`src/rtl/id_ex_reg_pkg.sv`:
```
// Shared constants for the ID/EX pipeline register: reset PC, bubble word, exception codes.
// The optional stall counter is enabled by defining ID_EX_STALL_CNT_EN.
package id_ex_reg_pkg;
    localparam int XLEN = 32;
    localparam int EXC_W = 5;

    localparam logic [XLEN-1:0] RESET_PC  = 32'h0000_3000;
    localparam logic [XLEN-1:0] NOP_INSTR = 32'h0000_0000;

    typedef enum logic [EXC_W-1:0] {
        EXC_INT  = 5'd0,
        EXC_ADEL = 5'd4,
        EXC_ADES = 5'd5,
        EXC_RI   = 5'd10,
        EXC_OV   = 5'd12
    } exc_code_e;
endpackage

```
`src/rtl/id_ex_if.sv`:
```
// ID->EX stage bundle: decoded operands from ID, their registered copies toward EX.
// StallCnt exists only when ID_EX_STALL_CNT_EN is defined.
interface id_ex_if;
    import id_ex_reg_pkg::*;

    // Stall holds ID and injects a bubble; Flush clears the EX slot. Both are
    // level signals sampled on the same edge as the data, no handshake.
    logic             Stall;
    logic             Flush;
    logic [XLEN-1:0]  PC_D;
    logic [XLEN-1:0]  Instr_D;
    logic [XLEN-1:0]  RD1_D;
    logic [XLEN-1:0]  RD2_D;
    logic [XLEN-1:0]  EXT32_D;
    logic             BD_D;
    logic [EXC_W-1:0] ExcCode_D;

    logic [XLEN-1:0]  PC_E;
    logic [XLEN-1:0]  Instr_E;
    logic [XLEN-1:0]  RD1_E;
    logic [XLEN-1:0]  RD2_E;
    logic [XLEN-1:0]  EXT32_E;
    logic             BD_E;
    logic [EXC_W-1:0] ExcCode_E;
`ifdef ID_EX_STALL_CNT_EN
    logic [XLEN-1:0]  StallCnt;
`endif

    modport master (
        output Stall, Flush, PC_D, Instr_D, RD1_D, RD2_D, EXT32_D, BD_D, ExcCode_D,
        input  PC_E, Instr_E, RD1_E, RD2_E, EXT32_E, BD_E, ExcCode_E
`ifdef ID_EX_STALL_CNT_EN
        , input StallCnt
`endif
    );

    modport slave (
        input  Stall, Flush, PC_D, Instr_D, RD1_D, RD2_D, EXT32_D, BD_D, ExcCode_D,
        output PC_E, Instr_E, RD1_E, RD2_E, EXT32_E, BD_E, ExcCode_E
`ifdef ID_EX_STALL_CNT_EN
        , output StallCnt
`endif
    );
endinterface

```
`src/rtl/id_ex_reg_pipe_field.sv`:
```
// One pipeline field: priority reset > clear > bubble > load.
// PASS_ON_BUBBLE fields keep loading their input during a bubble (PC/BD for EPC).
module id_ex_reg_pipe_field #(
    parameter int             W              = 32,
    parameter logic [W-1:0]   RST_VAL        = '0,
    parameter logic [W-1:0]   BUB_VAL        = '0,
    parameter bit             PASS_ON_BUBBLE = 1'b0
) (
    input  logic         clk,
    input  logic         rst,
    input  logic         clr,
    input  logic         bubble,
    input  logic [W-1:0] d,
    output logic [W-1:0] q
);
    logic [W-1:0] q_q;
    logic [W-1:0] q_d;

    always_comb begin
        q_d = d;
        if (clr) begin
            q_d = RST_VAL;
        end else if (bubble) begin
            q_d = PASS_ON_BUBBLE ? d : BUB_VAL;
        end
    end

    always_ff @(posedge clk) begin
        if (rst) q_q <= RST_VAL;
        else     q_q <= q_d;
    end

    assign q = q_q;
endmodule

```
`src/rtl/id_ex_reg.sv`:
```
// ID/EX pipeline register with hazard-stall bubbles and CP0 flush.
// Define ID_EX_STALL_CNT_EN to add the StallCnt bubble counter.
module id_ex_reg
    import id_ex_reg_pkg::*;
(
    input logic  clk,
    input logic  reset,
    id_ex_if.slave io
);
    id_ex_reg_pipe_field #(.W(XLEN), .RST_VAL(RESET_PC), .BUB_VAL(RESET_PC), .PASS_ON_BUBBLE(1'b1))
        u_pc (.clk(clk), .rst(reset), .clr(io.Flush), .bubble(io.Stall), .d(io.PC_D), .q(io.PC_E));

    id_ex_reg_pipe_field #(.W(XLEN), .RST_VAL(NOP_INSTR), .BUB_VAL(NOP_INSTR), .PASS_ON_BUBBLE(1'b0))
        u_instr (.clk(clk), .rst(reset), .clr(io.Flush), .bubble(io.Stall), .d(io.Instr_D), .q(io.Instr_E));

    id_ex_reg_pipe_field #(.W(XLEN), .RST_VAL('0), .BUB_VAL('0), .PASS_ON_BUBBLE(1'b0))
        u_rd1 (.clk(clk), .rst(reset), .clr(io.Flush), .bubble(io.Stall), .d(io.RD1_D), .q(io.RD1_E));

    id_ex_reg_pipe_field #(.W(XLEN), .RST_VAL('0), .BUB_VAL('0), .PASS_ON_BUBBLE(1'b0))
        u_rd2 (.clk(clk), .rst(reset), .clr(io.Flush), .bubble(io.Stall), .d(io.RD2_D), .q(io.RD2_E));

    id_ex_reg_pipe_field #(.W(XLEN), .RST_VAL('0), .BUB_VAL('0), .PASS_ON_BUBBLE(1'b0))
        u_ext32 (.clk(clk), .rst(reset), .clr(io.Flush), .bubble(io.Stall), .d(io.EXT32_D), .q(io.EXT32_E));

    // BD travels with PC so a bubble still reports the held instruction's slot.
    id_ex_reg_pipe_field #(.W(1), .RST_VAL(1'b0), .BUB_VAL(1'b0), .PASS_ON_BUBBLE(1'b1))
        u_bd (.clk(clk), .rst(reset), .clr(io.Flush), .bubble(io.Stall), .d(io.BD_D), .q(io.BD_E));

    id_ex_reg_pipe_field #(.W(EXC_W), .RST_VAL(EXC_INT), .BUB_VAL(EXC_INT), .PASS_ON_BUBBLE(1'b0))
        u_exc (.clk(clk), .rst(reset), .clr(io.Flush), .bubble(io.Stall), .d(io.ExcCode_D), .q(io.ExcCode_E));

`ifdef ID_EX_STALL_CNT_EN
    logic [XLEN-1:0] stall_cnt_q;
    logic [XLEN-1:0] stall_cnt_d;

    // Counts only bubbles actually inserted; a flush wins over a stall and holds the count.
    always_comb begin
        stall_cnt_d = stall_cnt_q;
        if (io.Stall && !io.Flush) stall_cnt_d = stall_cnt_q + 32'd1;
    end

    always_ff @(posedge clk) begin
        if (reset) stall_cnt_q <= '0;
        else       stall_cnt_q <= stall_cnt_d;
    end

    assign io.StallCnt = stall_cnt_q;
`endif
endmodule

```
`src/flat_wrapper.sv`:
```
// flat-port wrapper written by rule: the top's interface ports become plain ports
module id_ex_reg_flat import id_ex_reg_pkg::*;
  (clk, reset, io_Stall, io_Flush, io_PC_D, io_Instr_D, io_RD1_D, io_RD2_D, io_EXT32_D, io_BD_D, io_ExcCode_D, io_PC_E, io_Instr_E, io_RD1_E, io_RD2_E, io_EXT32_E, io_BD_E, io_ExcCode_E);
  id_ex_if io_i ();
  input logic clk;
  input logic reset;
  input wire logic [$bits(io_i.Stall)-1:0] io_Stall;
  input wire logic [$bits(io_i.Flush)-1:0] io_Flush;
  input wire logic [$bits(io_i.PC_D)-1:0] io_PC_D;
  input wire logic [$bits(io_i.Instr_D)-1:0] io_Instr_D;
  input wire logic [$bits(io_i.RD1_D)-1:0] io_RD1_D;
  input wire logic [$bits(io_i.RD2_D)-1:0] io_RD2_D;
  input wire logic [$bits(io_i.EXT32_D)-1:0] io_EXT32_D;
  input wire logic [$bits(io_i.BD_D)-1:0] io_BD_D;
  input wire logic [$bits(io_i.ExcCode_D)-1:0] io_ExcCode_D;
  output wire logic [$bits(io_i.PC_E)-1:0] io_PC_E;
  output wire logic [$bits(io_i.Instr_E)-1:0] io_Instr_E;
  output wire logic [$bits(io_i.RD1_E)-1:0] io_RD1_E;
  output wire logic [$bits(io_i.RD2_E)-1:0] io_RD2_E;
  output wire logic [$bits(io_i.EXT32_E)-1:0] io_EXT32_E;
  output wire logic [$bits(io_i.BD_E)-1:0] io_BD_E;
  output wire logic [$bits(io_i.ExcCode_E)-1:0] io_ExcCode_E;
  assign io_i.Stall = io_Stall;
  assign io_i.Flush = io_Flush;
  assign io_i.PC_D = io_PC_D;
  assign io_i.Instr_D = io_Instr_D;
  assign io_i.RD1_D = io_RD1_D;
  assign io_i.RD2_D = io_RD2_D;
  assign io_i.EXT32_D = io_EXT32_D;
  assign io_i.BD_D = io_BD_D;
  assign io_i.ExcCode_D = io_ExcCode_D;
  assign io_PC_E = io_i.PC_E;
  assign io_Instr_E = io_i.Instr_E;
  assign io_RD1_E = io_i.RD1_E;
  assign io_RD2_E = io_i.RD2_E;
  assign io_EXT32_E = io_i.EXT32_E;
  assign io_BD_E = io_i.BD_E;
  assign io_ExcCode_E = io_i.ExcCode_E;
  id_ex_reg u_core (.clk(clk), .reset(reset), .io(io_i));
endmodule
```
`config.mk`:
```
export PLATFORM = sky130hd
export DESIGN_NAME = id_ex_reg_flat
export DESIGN_NICKNAME = d
export VERILOG_FILES = /design/src/rtl/id_ex_reg_pkg.sv /design/src/rtl/id_ex_if.sv /design/src/rtl/id_ex_reg_pipe_field.sv /design/src/rtl/id_ex_reg.sv /design/src/flat_wrapper.sv
export SDC_FILE = /design/constraint.sdc
export NUM_CORES = 1
export LEC_CHECK = 0
export BUFFER_PORTS_ARGS = -buffer_cell sky130_fd_sc_hd__buf_2
export CAP_MARGIN = 5
export CORE_MARGIN = 4
export CORE_UTILIZATION = 32
export CTS_CLUSTER_DIAMETER = 60
export DETAILED_ROUTE_END_ITERATION = 10
export PLACE_DENSITY = 0.69
export SETUP_SLACK_MARGIN = 0.1
export SLEW_MARGIN = 20
export SYNTH_ARGS = -nofsm -noshare
export SYNTH_HDL_FRONTEND = slang
export SYNTH_SLANG_ARGS = --single-unit
```
`constraint.sdc`:
```
create_clock -name clk -period 0.9 [get_ports clk]
set_input_delay 0.225 -clock clk [delete_from_list [all_inputs] [get_ports clk]]
set_output_delay 0.225 -clock clk [all_outputs]
set_load 0.005 [all_outputs]
```
# == Yosys cells after proc, flatten, opt, wreduce, memory -nomap -nowiden ==
# Cells that the tools add are included.
# op_classes
add_sub_neg,0
multipliers,0
n_div,0
order_cmp,0
eq_ne,0
shift,0
muxes,0
n_bitwise,0
reduce_logical,2
# ops
operator,count
3-bit OR reduction,1
2-bit OR reduction,1
# totals
ff_bits,166
latchBits,0
ram_bits,0
romBits,0
inputBits,170
wordCells,9
mem_count,0

# == Depth between registers and ports, before layout ==
# depth
word_depth,1
ltp_mapped,4

# == Hierarchy ==
# A second synthesis with hierarchy kept.
# unflattened
hier_cells,374
area_unflattened_um2,5923.2
# modules_own_cells
module,n_inst,cells_per_inst,area_per_inst_um2
id_ex_reg_pipe_field (u_core.u_ext32 ...),4,73,1191.1
id_ex_reg_pipe_field (u_core.u_pc),1,70,982.2
id_ex_reg_pipe_field (u_core.u_exc),1,10,143.9
id_ex_reg_pipe_field (u_core.u_bd),1,2,32.5

# == Least setup slack after synthesis ==
# OpenSTA, ideal clock, no wires.
# synth_path
path_type,input to register
start,in io_Stall
end,"reg u_core.u_ext32.q_q[0], in the netlist u_core.u_ext32.q[0]"
arrival_ps,839
required_time_ps,813
path_slack_ps,-26
cell_stages,4
path_cell_list,buf_6 -> buf_6 -> buf_6 -> nor4b_2
# synth_between
elab_chain_cells,1
# synth_rtl
item,line_no,text
"start, declared",flat_wrapper.sv:7,input wire logic [$bits(io_i.Stall)-1:0] io_Stall;
3-bit OR reduction (no source line),--,
"end signal, assigned",id_ex_reg_pipe_field.sv:30,else q_q <= q_d;
"end, declared",id_ex_reg_pipe_field.sv:16,logic [W-1:0] q_q;
# Every way passes these cells.
# A chain may end at the register's enable or synchronous reset.

# == Final worst setup path ==
# layout_path
start,"reg u_core.u_instr.q_q[21], in the netlist u_core.u_instr.q[21]"
end,out io_Instr_E[21]
# layout_lines
item,line_no,text
"start, declared",id_ex_reg_pipe_field.sv:16,
"start signal, assigned",id_ex_reg_pipe_field.sv:30,
"end, declared",flat_wrapper.sv:17,output wire logic [$bits(io_i.Instr_E)-1:0] io_Instr_E;
# No word-level cell between the ends.

==> summary by stage <==
Run
The count of maximum capacitance violations is 0.

Placed design
At the end of routability-driven placement, the weighted congestion stood at 0.7569. The detailed-placement wirelength estimate is 12190 um. Buffers placed on the I/O ports in this run total 335. Including well taps, the total number of placed cells is 936. The placement-stage worst setup slack is -0.1764 ns.

Global route
The number of antenna violations at the first check in global routing is 0. The first global-routing pass estimated 24560 um of wire. The maximum number of pins on one net before global-route repair is 40. The total overflow left after global routing is 0. The via count of the first global-routing pass is 4682. Across every metal layer, demand over resource in global routing totals 15.43%.

Finish
The sequential cell area in the final layout is 3417 sq um. In the final layout, the multi-input gates occupy 2173 sq um. The library cells used most frequently in the layout, excluding fill and tap cells, are sky130_fd_sc_hd__buf_2 (276), sky130_fd_sc_hd__nor4b_2 (122), sky130_fd_sc_hd__dfxtp_1 (91). The number of nets at the end of the flow is 900. The share of post-route cells with drive strength above 1 is 81.67%. Compared with the post-synthesis result, the final layout area differs by 54.90%.

The most common cell after layout, fill and taps aside is sky130_fd_sc_hd__buf_2. Counting the fill cells in the layout gives 1525. The count of cells in the finished layout, fillers not included, comes to 967. For this run, the share of the core covered by cells in the final layout is 51.15%. The antenna cell count is 0.

Worst setup path
The data arrival time of the critical path is 0.85 ns. The signal on the critical path passes through buf_2. STA classifies the critical path endpoint as an output port. In this run the worst setup path terminates at io_Instr_E[21]. The largest stage delay on the critical path is 0.33 ns. The cell count along the critical path is 1. The standard cell with the maximum stage delay on the critical path is sky130_fd_sc_hd__dfxtp_2. The critical path in this run is classified as reg -> out.

Tracing the worst setup path back leads to its startpoint at u_core.u_instr.q[21]$_SDFF_PP0_. The largest fanout on the critical path is 1. The category of cells accounting for the largest share of critical-path delay is flip-flops. STA classifies the critical path startpoint as a register. Counting both buffers and inverters, the worst setup path holds a total of 1. At the worst endpoint, the required time is 0.67 ns.

CTS
The number of buffers inserted to repair setup after CTS is 0. The root buffer selected by CTS is sky130_fd_sc_hd__clkbuf_16. The maximum buffer depth of the clock tree is 2. Clock-pin slew was measured on the worst setup and hold paths at 0.06 ns. The CTS buffer count is 17. The TritonCTS clock tree is built. The number of sinks handled by clock tree synthesis is 166. The count of H-tree levels built during CTS is 4.

Power and ir drop
The power density relative to cell area is 1879 nW/um^2. The clock share of power is 44.5%. The internal power of the cells totals 0.01299 W. Net switching is 22.91% of the power. After layout, the design draws a total of 0.01685 W. The worst voltage drop across the vdd grid is 1.151 mV. Sequential cells burn 45.4% of the power.

The part of the power in combinational logic is 10.1%. The analysis attributes to cell leakage a power of 3.856 nW. For this design the total switching power over the nets is 0.003862 W.

STA
The max-slew violation count is 0. The relative slew slack is 78.79%. The minimum clock period after layout is 1.078 ns. The achievable clock frequency is 0.9278 GHz. Across all hold checks on the routed design, the worst slack comes to 0.001035 ns. Setup repair after global routing could not meet its margin everywhere. The pin slew with the least headroom to its limit is 0.3138 ns.

The final period utilization is 119.8%. The number of endpoints with negative hold slack in the final report is 0. The total setup violations reported at the end of the flow is 166. Across all setup checks in the final design, the least slack found is -0.1778 ns.

Detailed routing
The final wirelength is 16330 um. Dividing the detail-routed via count by the number of cells gives 4.582. Dividing the detail-routed wire length by the instance count gives 16.89 um. The number of antenna-violating nets in the routed design is 0. For this run, design rule violations remaining after detail routing come to 0. For this block, the via count after detailed routing is 4431. The first-pass iteration count of the detailed router is 4.

For this block, the initial DRC count from the detailed router was 88.

Die
The starting utilization of the core area is 33.02%. The total area inside the core boundary comes to 17540 sq um. The number of rows created at floorplan is 48. From bottom edge to top edge, the die measures 142.5 um.

The x dimension of the die is 142.5 um. The number of placed I/O pins is 336. The die footprint is 20310 sq um.

Logic synthesis
The number of nets handed over by synthesis was 553. The average cell area after synthesis is 15.12 sq um. The share of the Yosys chip area taken by registers is 57.39%. After synthesis the netlist holds a flip-flop and latch count of 166. The number of different library cells used by synthesis comes to 9. Synthesis produced a netlist whose cell count is 383. The synthesized cell area is 5791 sq um. The number of synthesis warnings is 0.

Worst hold path
The tightest min-delay check is of the in -> reg type.

Status
The checks that failed: negative setup slack. The flow ran to the end, but the final reports show violations.
[per-layer routing]
metal | routed length (um) | track usage, % | share of wire [%]
met1 | 6037 | 16.49 | 37
met2 | 8431 | 27.97 | 52
met3 | 1739 | 6.485 | 11
met4 | 122 | 4.052 | 0.75
met5 | 0 | 0 | 0
[stage by stage]
stage | setup TNS (ns) | instance area (sq um)
global route | -32.84 | 8970
detailed placement | -10.45 | 7916
CTS | -29.49 | 8591
global placement | -8.276 | 7916
finish | -25.02 | 8970
floorplan | -1.640 | 5834
[how the worst min path moves through the flow]
stage / endpoint / cells past startpoint / from / slack, ns
after global routing: u_core.u_pc.q[13]$_SDFF_PP1_ / 2 / io_PC_D[13] / -0.02
after detailed placement: u_core.u_pc.q[13]$_SDFF_PP1_ / 2 / io_PC_D[13] / 0.41
after CTS: u_core.u_pc.q[13]$_SDFF_PP1_ / 2 / io_PC_D[13] / -0.02
after floorplan: u_core.u_pc.q[12]$_SDFF_PP1_ / 1 / io_PC_D[12] / 0.33
after global placement: u_core.u_pc.q[13]$_SDFF_PP1_ / 2 / io_PC_D[13] / 0.41
final: u_core.u_pc.q[12]$_SDFF_PP1_ / 2 / io_PC_D[12] / 0.001
[state kept, by name, summed over array words and instances (netlist names)]
signal            count
u_core.u_ext32.q     32
u_core.u_instr.q     32
u_core.u_pc.q        32
u_core.u_rd1.q       32
u_core.u_rd2.q       32
u_core.u_exc.q        5
u_core.u_bd.q         1
[cell usage after synthesis (all sizes together)]
cell type	count	area share, %
dfxtp	166	57
nor4b	133	33
buf	50	5.2
nor3b	31	4.0
or3	2	0.22
clkbuf	1	0.065
[cell type report]
class	count	area share [%]
clock buffer	19	4.938
clock inverter	12	1.855
multi-input combinational	166	24.23
sequential	166	38.09
tap	225	3.139
timing repair buffer	379	27.74
[power by group through the flow]
stage / combinational (W) / sequential, W / clock, W
after floorplan: 0.000796 / 0.00781 / 0
after global placement: 0.00163 / 0.00778 / 0
after detailed placement: 0.00164 / 0.00779 / 0
after CTS: 0.00165 / 0.00763 / 0.00771
after global routing: 0.00183 / 0.00767 / 0.00804
final: 0.00170 / 0.00766 / 0.00750
[cell families after synthesis]
kind of cell	count (synthesis)	share of synthesized area (%)
buffers and inverters	51	5.294
and+or+nand+nor	166	37.32
DFF	166	57.39
[repair_timing]
item / CTS / global route
setup endpoints to repair: 166 / 166
resized for setup: 29 / 103
endpoints found under the hold margin: 2 / 2
No activity file was read; power rests on OpenSTA's default activity.
